--- src/rtl/uart_in_pkg.sv ---
// Shared widths, defaults and helpers for the UART console input source.
package uart_in_pkg;
    localparam int CHAR_W = 8;
    localparam int CNT_W  = 32;
    localparam logic [CHAR_W-1:0] EMPTY_CHAR_DEF = 8'hFF;

    typedef logic [CHAR_W-1:0] char_t;
    typedef logic [CNT_W-1:0]  cnt_t;

    function automatic cnt_t sat_inc(input cnt_t v);
        return (v == '1) ? v : v + 1'b1;
    endfunction
endpackage

--- src/rtl/char_fifo.sv ---
// Synchronous character FIFO; head is the oldest entry, level is occupancy.
module char_fifo
    import uart_in_pkg::*;
#(
    parameter  int DEPTH = 16,
    localparam int AW    = $clog2(DEPTH)
) (
    input  logic        clock,
    input  logic        reset,
    input  logic        push,
    input  char_t       push_data,
    input  logic        pop,
    output char_t       head,
    output logic [AW:0] level
);
    char_t         r_mem [DEPTH];
    logic [AW-1:0] r_wr;
    logic [AW-1:0] r_rd;
    logic [AW:0]   r_level;

    always_ff @(posedge clock) begin
        if (reset && push) begin
            r_mem[r_wr] <= push_data;
        end
    end

    // Pointers wrap naturally because DEPTH is a power of two.
    always_ff @(posedge clock) begin
        if (!reset) begin
            r_wr    <= '0;
            r_rd    <= '0;
            r_level <= '0;
        end else begin
            if (push) r_wr <= r_wr + 1'b1;
            if (pop)  r_rd <= r_rd + 1'b1;
            unique case ({push, pop})
                2'b10:   r_level <= r_level + 1'b1;
                2'b01:   r_level <= r_level - 1'b1;
                default: r_level <= r_level;
            endcase
        end
    end

    assign head  = r_mem[r_rd];
    assign level = r_level;
endmodule

--- src/rtl/uart_in_source.sv ---
// Console byte source answering getc requests one cycle later,
// with a minimum spacing between delivered characters.
module uart_in_source
    import uart_in_pkg::*;
#(
    parameter  int    DEPTH      = 16,
    parameter  int    GAP_CYCLES = 8,
    parameter  char_t EMPTY_CHAR = EMPTY_CHAR_DEF,
    localparam int    LW         = $clog2(DEPTH) + 1,
    localparam int    GW         = $clog2(GAP_CYCLES + 2)
) (
    input  logic          clock,
    input  logic          reset,
    input  logic          push_valid,
    input  logic [7:0]    push_data,
    output logic          push_ready,
    input  logic          getc_req,
    output logic          getc_resp_valid,
    output logic [7:0]    getc_ch,
    output logic [LW-1:0] level,
    output logic [31:0]   delivered_count,
    output logic [31:0]   empty_count
);
    logic [GW-1:0] r_gap;
    logic          r_resp_valid;
    char_t         r_ch;
    cnt_t          r_delivered;
    cnt_t          r_empty;

    logic          w_push;
    logic          w_deliver;
    char_t         w_head;
    logic [LW-1:0] w_level;

    // Readiness comes from the registered level, so a pop never frees a slot early.
    assign push_ready = reset && (w_level < LW'(DEPTH));
    assign w_push     = push_valid && push_ready;
    assign w_deliver  = reset && getc_req && (w_level != '0) && (r_gap == '0);

    char_fifo #(
        .DEPTH(DEPTH)
    ) u_fifo (
        .clock    (clock),
        .reset    (reset),
        .push     (w_push),
        .push_data(push_data),
        .pop      (w_deliver),
        .head     (w_head),
        .level    (w_level)
    );

    always_ff @(posedge clock) begin
        if (!reset) begin
            r_gap        <= '0;
            r_resp_valid <= 1'b0;
            r_ch         <= '0;
            r_delivered  <= '0;
            r_empty      <= '0;
        end else begin
            r_resp_valid <= getc_req;
            if (getc_req) begin
                if (w_deliver) begin
                    r_ch        <= w_head;
                    r_delivered <= sat_inc(r_delivered);
                end else begin
                    r_ch    <= EMPTY_CHAR;
                    r_empty <= sat_inc(r_empty);
                end
            end
            if (w_deliver) begin
                r_gap <= GW'(GAP_CYCLES);
            end else if (r_gap != '0) begin
                r_gap <= r_gap - 1'b1;
            end
        end
    end

    assign getc_resp_valid = r_resp_valid;
    assign getc_ch         = r_ch;
    assign level           = w_level;
    assign delivered_count = r_delivered;
    assign empty_count     = r_empty;
endmodule

--- config.mk ---
export PLATFORM = sky130hd
export DESIGN_NAME = uart_in_source
export DESIGN_NICKNAME = d
export VERILOG_FILES = /design/src/rtl/uart_in_pkg.sv /design/src/rtl/char_fifo.sv /design/src/rtl/uart_in_source.sv
export SDC_FILE = /design/constraint.sdc
export NUM_CORES = 1
export LEC_CHECK = 0
export CAP_MARGIN = 20
export CORE_MARGIN = 4
export CORE_UTILIZATION = 25
export DETAILED_ROUTE_END_ITERATION = 8
export PLACE_DENSITY_LB_ADDON = 0.2
export SKIP_LAST_GASP = 1
export SYNTH_ARGS = -nofsm -noshare
export SYNTH_HDL_FRONTEND = slang
export SYNTH_HIERARCHICAL = 1
export SYNTH_SLANG_ARGS = --single-unit
--- constraint.sdc ---
create_clock -name clock -period 3.3 [get_ports clock]
set_input_delay 0.495 -clock clock [delete_from_list [all_inputs] [get_ports clock]]
set_output_delay 0.495 -clock clock [all_outputs]
set_load 0.01 [all_outputs]
==> impl_metrics.csv, run 1 <==
group,metric,value,unit
status,status,"finished, final reports clean",
cts,clkSinkCount,222,
logic_synthesis,ys_ff_latch,222,
sta,finalSetupTns,0,ns
logic_synthesis,ys_top_cells_by_count,"edfxtp_1 (128), dfxtp_1 (94), nand2_1 (50), a21oi_1 (46), nor2_1 (34)",
min_path,hp-class,"input port to flop",
layout,final_util,0.318,
floorplan,core_area,0.0379,mm^2
route,via_per_inst,4.72,
grt,grt_pass1_wl,38200,um
sta,rsz0062_at_grt,"no",
floorplan,fp.dieH,205,um
cts,cts_buffer_depth,3,
job,maxCapViolCount,0,
placement,portBuffers,90,
logic_synthesis,syn_inst,773,
logic_synthesis,synth_nets,798,
logic_synthesis,ys_seq_area_frac,0.591,
grt,grtUsageTotal,0.114,
logic_synthesis,synth_top_area_cell,"edfxtp_1",
floorplan,io_pins,91,
placement,hpwlAfterDp,16800,um
floorplan,die_width,205,um
power_and_ir_drop,finalPower,6.40,mW
sta,timing.final.crit_share,0.829,
critical_path,r2r_slack,0.57,ns
grt,grt-ovfl-total,0,
route,drc,0,
cts,cts_root_buf,"clkbuf_16",
sta,period_minus_slack,2.73,ns
floorplan,die-area,0.0420,mm^2
logic_synthesis,synth_edf_count,128,
floorplan,start_util,0.255,
route,vias,6635,
placement,pre_cts_ws,0.273,ns
grt,grt_pass1_vias,6426,
placement,place_inst,1354,
logic_synthesis,syn_area,0.00969,mm^2
route,drt_iter0_markers,363,
route,dr.pass1.iters,4,
power_and_ir_drop,p_leak,3.81,nW
cts,cts_made_buffers,27,
sta,tightest_slew,0.928,ns
grt,grt_antenna_before_repair,0,
critical_path,crit_path_end_kind,"flop",
layout,final_nets,899,
route,wirelength,24300,um
grt,grt_start_max_net_pins,58,
route,drt.antenna.violating_nets,0,
logic_synthesis,synth.most_common_cell,"edfxtp_1",
sta,hold_viol_final,0,
sta,setup_viol,0,
cts,cts.htree.levels,1,
critical_path,cp_max_fo,11,
sta,fin_ws,0.565,ns
cts,cts_resized,0,
cts,clk_latency,0.55,ns
logic_synthesis,yosys.area.top_type_share,0.397,
layout,fin_cells,1406,
critical_path,crit_arrival,3.21,ns
logic_synthesis,synth_area_leaders,"edfxtp_1 (40%), dfxtp_1 (19%), mux4_2 (4.2%)",
logic_synthesis,synthFlopType,"edfxtp_1",
critical_path,startpoint_type,"flop",
placement,place.gp.congestion,0.756,
layout,syn_to_final_growth,24.4,%
power_and_ir_drop,powerDensity,531,mW/mm^2
sta,relSlewSlack,0.372,
cts,clkTransAtPathRegs,0.06,ns
layout,diodes,0,
cts,cts_tree,"done",
sta,slew_violations,0,
power_and_ir_drop,ir_worst_vdd,0.000378,V
sta,fin_skew,0.00885,ns
critical_path,critPathRequiredTime,3.77,ns
layout,drive_above_1_share,0.102,
logic_synthesis,syn_avg_cell_area,12.5,um^2
route,wl_per_cell,17.3,um
logic_synthesis,synthArstFlopShare,0,
critical_path,crit_type,"flop to flop",
logic_synthesis,ys_warn_count,6,
logic_synthesis,netlist-cell-type-count,58,
floorplan,rows,71,
sta,fmax,366,MHz
registers in the layout, summed over array words and instances, names as in the netlist, named ones only:
| name | flops |
|---|---|
| u_fifo/r_rd | 4 |
| u_fifo/r_wr | 4 |
| getc_resp_valid | 1 |
| getc_ch | 8 |
| r_gap | 4 |
| delivered_count | 32 |
| u_fifo/r_mem | 128 |
| u_fifo/level | 5 |
| empty_count | 32 |
final timing paths:
| kind | cells past startpoint | from | end |
|---|---|---|---|
| max | 10 | u_fifo/level[2]$_SDFFE_PN0P_ | u_fifo/level[2]$_SDFFE_PN0P_ |
| min | 3 | reset | empty_count[8]$_SDFFE_PN0P_ |
| max reg2reg | 10 | u_fifo/level[2]$_SDFFE_PN0P_ | u_fifo/level[2]$_SDFFE_PN0P_ |
| min reg2reg | 2 | delivered_count[18]$_SDFFE_PN0P_ | delivered_count[18]$_SDFFE_PN0P_ |
per-stage QoR:
| stage | hold WS [ns] | cell area [um^2] |
|---|---|---|
| after floorplan | 0.480 | 9690 |
| after global placement | 0.489 | 11200 |
| after CTS | 0.240 | 12000 |
| after detailed placement | 0.499 | 11200 |
| after global routing | 0.263 | 12000 |
| final | 0.270 | 12000 |
metal layers:
layer,track usage,vias up,wire (um)
met5,0,-,0
met4,0.0254,0,411
met3,0.0214,33,1060
met2,0.187,116,11400
met1,0.157,3265,11400
li1,-,3221,-
report_power, final:
| group | internal [mW] | switching (mW) | total (mW) |
|---|---|---|---|
| clock | 1.73 | 1.18 | 2.91 |
| sequential | 2.98 | 0.0487 | 3.03 |
| combinational | 0.211 | 0.250 | 0.461 |
| total | 4.92 | 1.48 | 6.40 |
kinds of logic (layout without fill, tap and decap cells):
kind of cell,after synthesis,count (layout),synth area share
AO/OA/AOI/OAI,145,145,0.0946
XOR/XNOR,15,15,0.0136
adder cells (fa/ha/maj),13,13,0.0168
buffers and inverters,55,177,0.0275
flip-flops,222,222,0.591
multiplexers,47,47,0.0953
AND/OR/NAND/NOR,276,276,0.161
final cells by class:
cell class / count / area (um^2)
clock buffer: 34 / 732
clock inverter: 16 / 143
fill: 3830 / 25900
inverter: 18 / 67.6
multi-input combinational: 496 / 3700
sequential: 222 / 5730
tap: 511 / 639
timing repair buffer: 109 / 1040
timing repair:
action                     4_1_cts  5_1_grt
setup endpoints to repair        0        1
setup buffers                    0        2
hold buffers                     0        0
placed cells by master (no fill, tap or decap), drive strengths merged, types with 26 or more instances in the layout:
master | netlist | final
mux4 | 32 | 32
edfxtp | 128 | 128
or3 | 30 | 30
nor2 | 34 | 34
o21ai | 31 | 31
nand2 | 50 | 50
and2 | 26 | 26
clkdlybuf4s50 | 0 | 89
clkbuf | 23 | 34
nand3 | 30 | 30
dfxtp | 94 | 94
a21oi | 46 | 46
critical path, stage by stage, from the launching register on:
cell	delay, ns
dfxtp_1	0.41
or4_1	0.55
o211ai_1	0.31
inv_1	0.10
ha_1	0.22
xor2_1	0.15
ha_1	0.23
a21oi_1	0.15
xor2_1	0.09
or3_1	0.30
a21boi_0	0.16
Note: power is estimated with default switching activity, not from simulation.
==> run 2: changes to the inputs <==
==> constraint.sdc (replaced) <==
create_clock -name clock -period 2.8 [get_ports clock]
set_input_delay 0.42 -clock clock [delete_from_list [all_inputs] [get_ports clock]]
set_output_delay 0.42 -clock clock [all_outputs]
set_load 0.01 [all_outputs]
==> run 2 against run 1 <==
  * Worst hold slack got worse by 0.028 ns
  * Wire length increased by 0.78%
  * Global-route usage is essentially flat
  * Worst setup slack lost 0.37 ns
  * Utilization rose by 0.52 points
==> impl_metrics.csv, run 2 (synthesized netlist as in run 1, its figures left out) <==
group,metric,value,unit
layout,top_register,"u_fifo/r_mem",
layout,final_util,0.323,
sta,slew_violations,0,
critical_path,startpoint_type,"flop",
power_and_ir_drop,p_leak,3.89,nW
min_path,hold_start,"reset",
cts,clkSinkCount,222,
layout,syn_to_final_growth,26.4,%
sta,setup_viol,0,
sta,timing.final.crit_share,0.929,
grt,grt_start_max_net_pins,58,
grt,grt_pass1_vias,6652,
route,wl_per_cell,17.3,um
power_and_ir_drop,ir_worst_vdd,0.000418,V
sta,period_minus_slack,2.60,ns
layout,drive_above_1_share,0.122,
floorplan,rows,71,
floorplan,die_width,205,um
critical_path,crit_path_end_kind,"flop",
status,status,"finished, final reports clean",
cts,cts_hold_buf,0,
critical_path,reg2reg_to,"delivered_count[30]$_SDFFE_PN0P_",
critical_path,critPathRequiredTime,3.26,ns
layout,diodes,0,
floorplan,core_area,0.0379,mm^2
cts,cts_tree,"done",
route,drt.antenna.violating_nets,0,
layout,fin_cells,1418,
route,drc,0,
min_path,hp-class,"input port to flop",
critical_path,r2r_cells,8,
sta,finalSetupTns,0,ns
grt,grt_antenna_before_repair,0,
cts,cts_made_buffers,26,
min_path,hold_path_end,"getc_resp_valid$_SDFF_PN0_",
floorplan,fp.dieH,205,um
floorplan,start_util,0.255,
grt,grtUsageTotal,0.114,
power_and_ir_drop,finalPower,7.77,mW
layout,final_nets,912,
cts,cts.htree.levels,1,
sta,tightest_slew,0.703,ns
critical_path,cp_max_fo,11,
layout,mostFrequentLayoutCells,"edfxtp_1 (128), dfxtp_1 (91), clkdlybuf4s50_1 (89)",
cts,clkTransAtPathRegs,0.06,ns
sta,holdWs,0.242,ns
critical_path,crit_type,"flop to flop",
sta,hold_viol_final,0,
route,vias,6733,
route,wirelength,24500,um
placement,place.gp.congestion,0.764,
sta,fin_skew,0.00633,ns
power_and_ir_drop,powerDensity,635,mW/mm^2
min_path,hold_depth,3,
cts,clk_latency,0.53,ns
sta,relSlewSlack,0.532,
cts,cts_root_buf,"clkbuf_16",
critical_path,crit_arrival,3.06,ns
critical_path,rr_startpoint,"r_gap[0]$_SDFFE_PP0P_",
placement,hpwlAfterDp,16900,um
critical_path,r2r_slack,0.20,ns
layout,largest_reg_flops,128,
floorplan,die-area,0.0420,mm^2
route,via_per_inst,4.75,
grt,grt_pass1_wl,38400,um
job,maxCapViolCount,0,
sta,fmax,385,MHz
route,drt_iter0_markers,289,
floorplan,io_pins,91,
grt,grt-ovfl-total,0,
placement,place_inst,1369,
route,dr.pass1.iters,5,
placement,portBuffers,90,
cts,cts_buffer_depth,3,
layout,mostFrequentLayoutCell,"edfxtp_1",
## run 2: worst max-delay path by stage
stage                                 startpoint                          endpoint  slack (ns)  cells past startpoint
finish                     r_gap[0]$_SDFFE_PP0P_  delivered_count[30]$_SDFFE_PN0P_        0.20                      8
global route               r_gap[0]$_SDFFE_PP0P_  delivered_count[30]$_SDFFE_PN0P_       -0.01                      8
CTS                        r_gap[0]$_SDFFE_PP0P_  delivered_count[30]$_SDFFE_PN0P_        0.12                      8
detailed placement  u_fifo/level[2]$_SDFFE_PN0P_      u_fifo/level[4]$_SDFFE_PN0P_       0.008                      9
global placement    u_fifo/level[2]$_SDFFE_PN0P_      u_fifo/level[4]$_SDFFE_PN0P_        0.01                      9
floorplan           u_fifo/level[2]$_SDFFE_PN0P_      u_fifo/level[2]$_SDFFE_PN0P_      -0.007                     11
## run 2: critical path, cell delays in order (launching register included)
cell	delay, ns
dfxtp_1	0.31
inv_1	0.10
ha_1	0.20
nor3b_4	0.28
o211ai_1	0.20
buf_4	0.19
or4_4	0.60
or4_1	0.49
a21oi_1	0.14
## run 2: metrics by stage
step,worst slack (ns),cell area (um^2)
final,0.200,12200
after global routing,-0.0140,12200
after CTS,0.117,12200
after detailed placement,0.00811,11300
after global placement,0.0116,11300
after floorplan,-0.00687,9730
## run 2: area by class of cell
class                           instances  area [um^2]
Clock inverter                         14          209
Sequential cell                       222         5730
Timing Repair Buffer                  123         1160
Fill cell                            3843        25700
Tap cell                              511          639
Multi-Input combinational cell        496         3730
Inverter                               18         67.6
Clock buffer                           34          711
## run 2: report_power, final
part	leakage [nW]	internal (mW)	switching (mW)
clock network	0.446	2.25	1.37
logic	1.53	0.277	0.307
registers	1.92	3.51	0.0639
## run 2: routing by layer
layer | GRT usage | vias up | share of wire
met3 | 0.0184 | 41 | 0.049
met1 | 0.159 | 3330 | 0.46
met5 | 0 | - | 0
met2 | 0.186 | 130 | 0.47
met4 | 0.0304 | 0 | 0.021
li1 | - | 3232 | -
## run 2: timing repair
item                                    4_1_cts  5_1_grt
buffers inserted                              1        0
gates resized for setup                       0        1
pin swaps                                     1        0
endpoints found under the setup margin        1        1
